File: src/rtl/adc_frame_driver.sv
// Parallel-interface frame driver for a simultaneous-sampling multi-channel ADC.
// Sequences reset/convert/BUSY handshake/readout and emits one tagged sample per channel.
module adc_frame_driver #(
   parameter int NUM_CH      = 8,
   parameter int DATA_W      = 16,
   parameter int RST_CYC     = 5,
   parameter int CONV_CYC    = 2,
   parameter int RD_LOW_CYC  = 3,
   parameter int RD_HIGH_CYC = 2,
   parameter int TIMEOUT_CYC = 1024,
   parameter int PERIOD_CYC  = 2000
) (
   input  logic              clk,
   input  logic              rst,
   input  logic              start,
   input  logic              cont_en,
   input  logic              busy,
   input  logic [DATA_W-1:0] db,
   output logic [3:0]        convst,
   output logic              cs_n,
   output logic              rd_n,
   output logic              adc_rst,
   output logic              stby_n,
   output logic              par_n,
   output logic [DATA_W-1:0] sample_data,
   output logic [2:0]        sample_ch,
   output logic              sample_valid,
   output logic              frame_done,
   output logic              timeout_err,
   output logic              overrun,
   output logic              idle
);

   localparam int M0      = (RST_CYC > CONV_CYC) ? RST_CYC : CONV_CYC;
   localparam int M1      = (RD_LOW_CYC > RD_HIGH_CYC) ? RD_LOW_CYC : RD_HIGH_CYC;
   localparam int M2      = (M0 > M1) ? M0 : M1;
   localparam int CNT_MAX = (M2 > TIMEOUT_CYC) ? M2 : TIMEOUT_CYC;
   localparam int CNT_W   = $clog2(CNT_MAX + 1);
   localparam int P_W     = (PERIOD_CYC > 1) ? $clog2(PERIOD_CYC) : 1;

   typedef enum logic [2:0] {
      S_RST_ADC, S_IDLE, S_CONV, S_WAIT_HI, S_WAIT_LO, S_RD_L, S_RD_H
   } state_t;

   state_t           state, state_nx;
   logic [CNT_W-1:0] cnt, cnt_nx;
   logic [2:0]       ch, ch_nx;
   logic [P_W-1:0]   pcnt;
   logic             prun;
   logic             tick;
   logic             mode_cont;
   logic             busy_m, busy_s;
   logic             trig, drop, capture, to_evt;

   always_ff @(posedge clk) begin
      if (rst) begin
         busy_m <= 1'b0;
         busy_s <= 1'b0;
      end else begin
         busy_m <= busy;
         busy_s <= busy_m;
      end
   end

   // Period counter starts on the first IDLE after reset and never stops, so
   // free-running frames stay on a fixed grid regardless of frame length.
   assign tick = prun && (pcnt == P_W'(PERIOD_CYC - 1));

   always_ff @(posedge clk) begin
      if (rst) begin
         pcnt      <= '0;
         prun      <= 1'b0;
         mode_cont <= 1'b0;
      end else begin
         if (prun || state == S_IDLE) begin
            prun <= 1'b1;
            pcnt <= tick ? '0 : pcnt + 1'b1;
         end
         if (state == S_IDLE) mode_cont <= cont_en;
      end
   end

   assign trig = cont_en ? tick : start;
   // Triggers are only meaningful once the ADC reset sequence has finished.
   assign drop = (state != S_IDLE) && (state != S_RST_ADC) && (start || (mode_cont && tick));

   always_comb begin
      state_nx = state;
      cnt_nx   = cnt + 1'b1;
      ch_nx    = ch;
      capture  = 1'b0;
      to_evt   = 1'b0;
      case (state)
         // cnt is held at 0 while rst is high, so this counts RST_CYC cycles after release
         S_RST_ADC: if (cnt == CNT_W'(RST_CYC)) begin
            state_nx = S_IDLE;
            cnt_nx   = '0;
         end
         S_IDLE: begin
            cnt_nx = '0;
            if (trig) begin
               state_nx = S_CONV;
               ch_nx    = '0;
            end
         end
         S_CONV: if (cnt == CNT_W'(CONV_CYC - 1)) begin
            state_nx = S_WAIT_HI;
            cnt_nx   = '0;
         end
         S_WAIT_HI: begin
            if (busy_s) begin
               state_nx = S_WAIT_LO;
               cnt_nx   = '0;
            end else if (cnt == CNT_W'(TIMEOUT_CYC - 1)) begin
               state_nx = S_IDLE;
               to_evt   = 1'b1;
            end
         end
         S_WAIT_LO: begin
            if (!busy_s) begin
               state_nx = S_RD_L;
               cnt_nx   = '0;
            end else if (cnt == CNT_W'(TIMEOUT_CYC - 1)) begin
               state_nx = S_IDLE;
               to_evt   = 1'b1;
            end
         end
         S_RD_L: if (cnt == CNT_W'(RD_LOW_CYC - 1)) begin
            capture  = 1'b1;
            state_nx = S_RD_H;
            cnt_nx   = '0;
         end
         S_RD_H: if (cnt == CNT_W'(RD_HIGH_CYC - 1)) begin
            cnt_nx = '0;
            if (ch == 3'(NUM_CH - 1)) begin
               state_nx = S_IDLE;
            end else begin
               state_nx = S_RD_L;
               ch_nx    = ch + 3'd1;
            end
         end
         default: begin
            state_nx = S_RST_ADC;
            cnt_nx   = '0;
         end
      endcase
   end

   always_ff @(posedge clk) begin
      if (rst) begin
         state        <= S_RST_ADC;
         cnt          <= '0;
         ch           <= '0;
         sample_data  <= '0;
         sample_ch    <= '0;
         sample_valid <= 1'b0;
         frame_done   <= 1'b0;
         timeout_err  <= 1'b0;
         overrun      <= 1'b0;
      end else begin
         state        <= state_nx;
         cnt          <= cnt_nx;
         ch           <= ch_nx;
         sample_valid <= capture;
         if (capture) begin
            sample_data <= db;
            sample_ch   <= ch;
         end
         frame_done  <= sample_valid && (sample_ch == 3'(NUM_CH - 1));
         timeout_err <= to_evt;
         overrun     <= drop;
      end
   end

   assign convst  = (state == S_CONV) ? 4'h0 : 4'hF;
   assign cs_n    = !((state == S_RD_L) || (state == S_RD_H));
   assign rd_n    = (state != S_RD_L);
   assign adc_rst = (state == S_RST_ADC);
   assign idle    = (state == S_IDLE);
   assign stby_n  = 1'b1;
   assign par_n   = 1'b0;

endmodule

File: config.mk
export PLATFORM = sky130hd
export DESIGN_NAME = adc_frame_driver
export DESIGN_NICKNAME = d
export VERILOG_FILES = /design/src/rtl/adc_frame_driver.sv
export SDC_FILE = /design/constraint.sdc
export NUM_CORES = 1
export LEC_CHECK = 0
export CORE_ASPECT_RATIO = 1.25
export CORE_MARGIN = 5
export CORE_UTILIZATION = 47
export DETAILED_ROUTE_END_ITERATION = 8
export DONT_BUFFER_PORTS = 1
export PLACE_DENSITY = 0.61
export SYNTH_ARGS = -nofsm -noshare
export SYNTH_HDL_FRONTEND = slang
export SYNTH_SLANG_ARGS = --single-unit
File: constraint.sdc
create_clock -name clk -period 4.1 [get_ports clk]
set_clock_uncertainty 0.15 [all_clocks]
set_input_delay 0.82 -clock clk [delete_from_list [all_inputs] [get_ports clk]]
set_output_delay 0.82 -clock clk [all_outputs]
set_load 0.02 [all_outputs]
==> metrics <==
nets 289; post-place instance area 2490 µm²; largest net degree at the start of global routing 40; IR drop worst, VDD 0.245 mV; MaxCap Viol Count 0; Hold Startpoint busy_m$_SDFF_PP0_; Min-Delay Endpoint busy_s$_SDFF_PP0_; vias per cell 5.46; Worst R2R End sample_data[12]$_SDFFE_PP0P_; fin area 2600 µm²; Seq pwr share 52.5%; Final Slew Violations 0; DIE WIDTH 75.6 µm; most frequent cells in the layout 55 x dfxtp_1, 53 x nor2_1, 23 x mux2i_1, 13 x nand2_1, 12 x xor2_1; Inserted Diodes 0; global-route wire length before repair 7240 µm; CP Max Fanout 13; area of the core 5150 µm²; PortBufs 0; row count 29; post-synthesis register bit count 55; post-cts gate resize count 0; Initial Util 49.1%; Async SR Flop Fraction 0%; dpl hpwl 3260 µm; number of synthesized flops with an enable pin 0; H-tree Lvls 2; yosys warns 0; clock network fraction of design power 31.9%; Slew Limit Headroom 28.9%; clk buf depth 2; Synth area leader dfxtp_1; Sink Count 55; final setup violation count 0; Cell Area, Synth 2530 µm²; Sw Share 28.6%; vias in the first global route 1554; setup repair bufs after CTS 0; RSZ-0062 raised after global routing no; GRT Total Usage 13.0%; Num CTS Buffers 5; area growth from synthesis to layout 2.92%; GRT Residual Overflow 0; sw power 327 µW; boundary pin count 54; Final Hold Vio Count 0; TritonCTS clock tree done; CTS root buffer clkbuf_8; DIE HEIGHT 92.0 µm; status finished clean; Mapped Cells 274; cell internal pwr 814 µW; DRC errors left 0; Avg Inst Size Synth 9.23 µm²; Worst Max-Slew Pin Slew 1.07 ns; Reg2Reg Depth 6; GP Congestion 0.773; Final min period 2.78 ns; critical path type flip-flop to output pin; Reg clk slew, reported paths 0.10 ns; DR vias 1775; fmax 360 MHz; Worst Path Arrival 1.81 ns; Reg area 1100 µm²; Syn Nets 301; Final Util 50.5%; LEAKAGE 0.00111 µW; flop2flop setup slack 1.41 ns; Crit. End Element output pin; hold_buf cts 0; Worst-Skew Late Latency 0.31 ns; period utilisation layout 67.8%; pwr dens 438 nW/µm²; Routed WL 4560 µm; Reg-to-Reg Start state[1]$_SDFFE_PP0P_; final setup TNS 0 ns; Pre-antenna DRT Iters 4; Critical Path RT 3.13 ns; Hold WS 0.298 ns; Multi-input gate area 1290 µm²; Synth Flop Type dfxtp_1; die area 6960 µm²; post-synthesis sequential area ratio 43.5%; share of the synthesized area in the top cell type 43.5%; Area contributors post-synth dfxtp_1 44%, mux2i_1 9.1%, nor2_1 7.9%, xor2_1 4.2%, ha_1 3.0%; WL per Instance 14.0 µm; post-synth cell types 44; Routed Antenna Nets 0; worst min path class flip-flop to flip-flop; Layout fillers 511; Hold Path Depth 1; layout cells sized above 1 7.22%; initial DRC count 74; critical path launch point type flip-flop; combinational power share 15.6%; initial antenna violation count 0; most common cell after layout, fill and taps aside dfxtp_1
## worst max path at each step
stage	start	slack, ns	endpoint
floorplan	state[1]$_SDFFE_PP0P_	1.90	convst[1]
global placement	state[1]$_SDFFE_PP0P_	1.48	sample_data[5]$_SDFFE_PP0P_
detailed placement	state[1]$_SDFFE_PP0P_	1.42	sample_data[12]$_SDFFE_PP0P_
CTS	state[1]$_SDFFE_PP0P_	1.33	cs_n
global route	state[1]$_SDFFE_PP0P_	1.16	sample_ch[0]$_SDFFE_PP0P_
finish	state[1]$_SDFFE_PP0P_	1.32	cs_n
## sequential cells by signal (all words and copies together) (netlist names), 3 cells and up
signal and cells:
sample_data 16, pcnt 11, ch 3, cnt 11
state 3, sample_ch 3
## synth_stat cells, types with 2 or more instances
master and number:
nand2b_1 5, a221o_1 2, dfxtp_1 55, nand3b_1 2, or2_2 2, xor2_1 12, o2111a_1 2, nor2_1 53
nand2_1 13, buf_6 3, nand4_1 6, buf_2 2, o21ai_0 3, ha_1 6, inv_1 5, conb_1 2
nor2b_1 4, mux2i_1 23, nand3_1 10, xnor2_1 6, buf_4 6, clkbuf_1 8, and4_1 2, a21oi_1 8
a31oi_1 4, nor3_1 6, and3_1 6, a32oi_1 2
## layer usage
layer  vias up  track usage, %  share of wire, %
li1        901               -                 -
met1       820            16.4                44
met2        49            20.4                45
met3         5            3.72               9.3
met4         0            5.69               1.6
met5         -               0                 0
## critical path, cell delays in order (launching register included)
cell     delay, ns
dfxtp_1       0.65
inv_1         0.20
and3_1        0.26
nor2_1        0.38
## cell type report
class	instances	share of cell area, %
multi-input cells	194	49.4
clock inverters	3	1.78
inverters	6	0.865
flip-flops and latches	55	42.3
well taps	62	2.98
clock buffers	5	2.64
## cells by family (layout without fill, tap and decap cells)
logic type / count (synthesis) / count (layout) / share of synthesized area [%]
compound gates: 25 / 25 / 6.98
flops: 55 / 55 / 43.5
simple gates: 119 / 119 / 24.8
fa+ha+maj: 6 / 6 / 2.97
buf+inv: 25 / 14 / 5.59
xor+xnor: 18 / 18 / 6.23
other cells: 2 / 2 / 0.297
mux: 24 / 24 / 9.55
## power by group through the flow
stage / combinational (µW) / clock (µW) / sequential, µW
finish: 178 / 364 / 599
global route: 199 / 402 / 606
CTS: 180 / 380 / 598
detailed placement: 177 / 0 / 610
global placement: 178 / 0 / 610
floorplan: 177 / 0 / 595
## per-stage QoR
step | power [µW] | setup WS [ns] | std cells
after global placement | 789 | 1.48 | 317
after detailed placement | 787 | 1.42 | 317
final | 1140 | 1.32 | 325
after floorplan | 772 | 1.90 | 274
after CTS | 1160 | 1.33 | 325
after global routing | 1210 | 1.16 | 325
(Power assumes the default switching activity.)
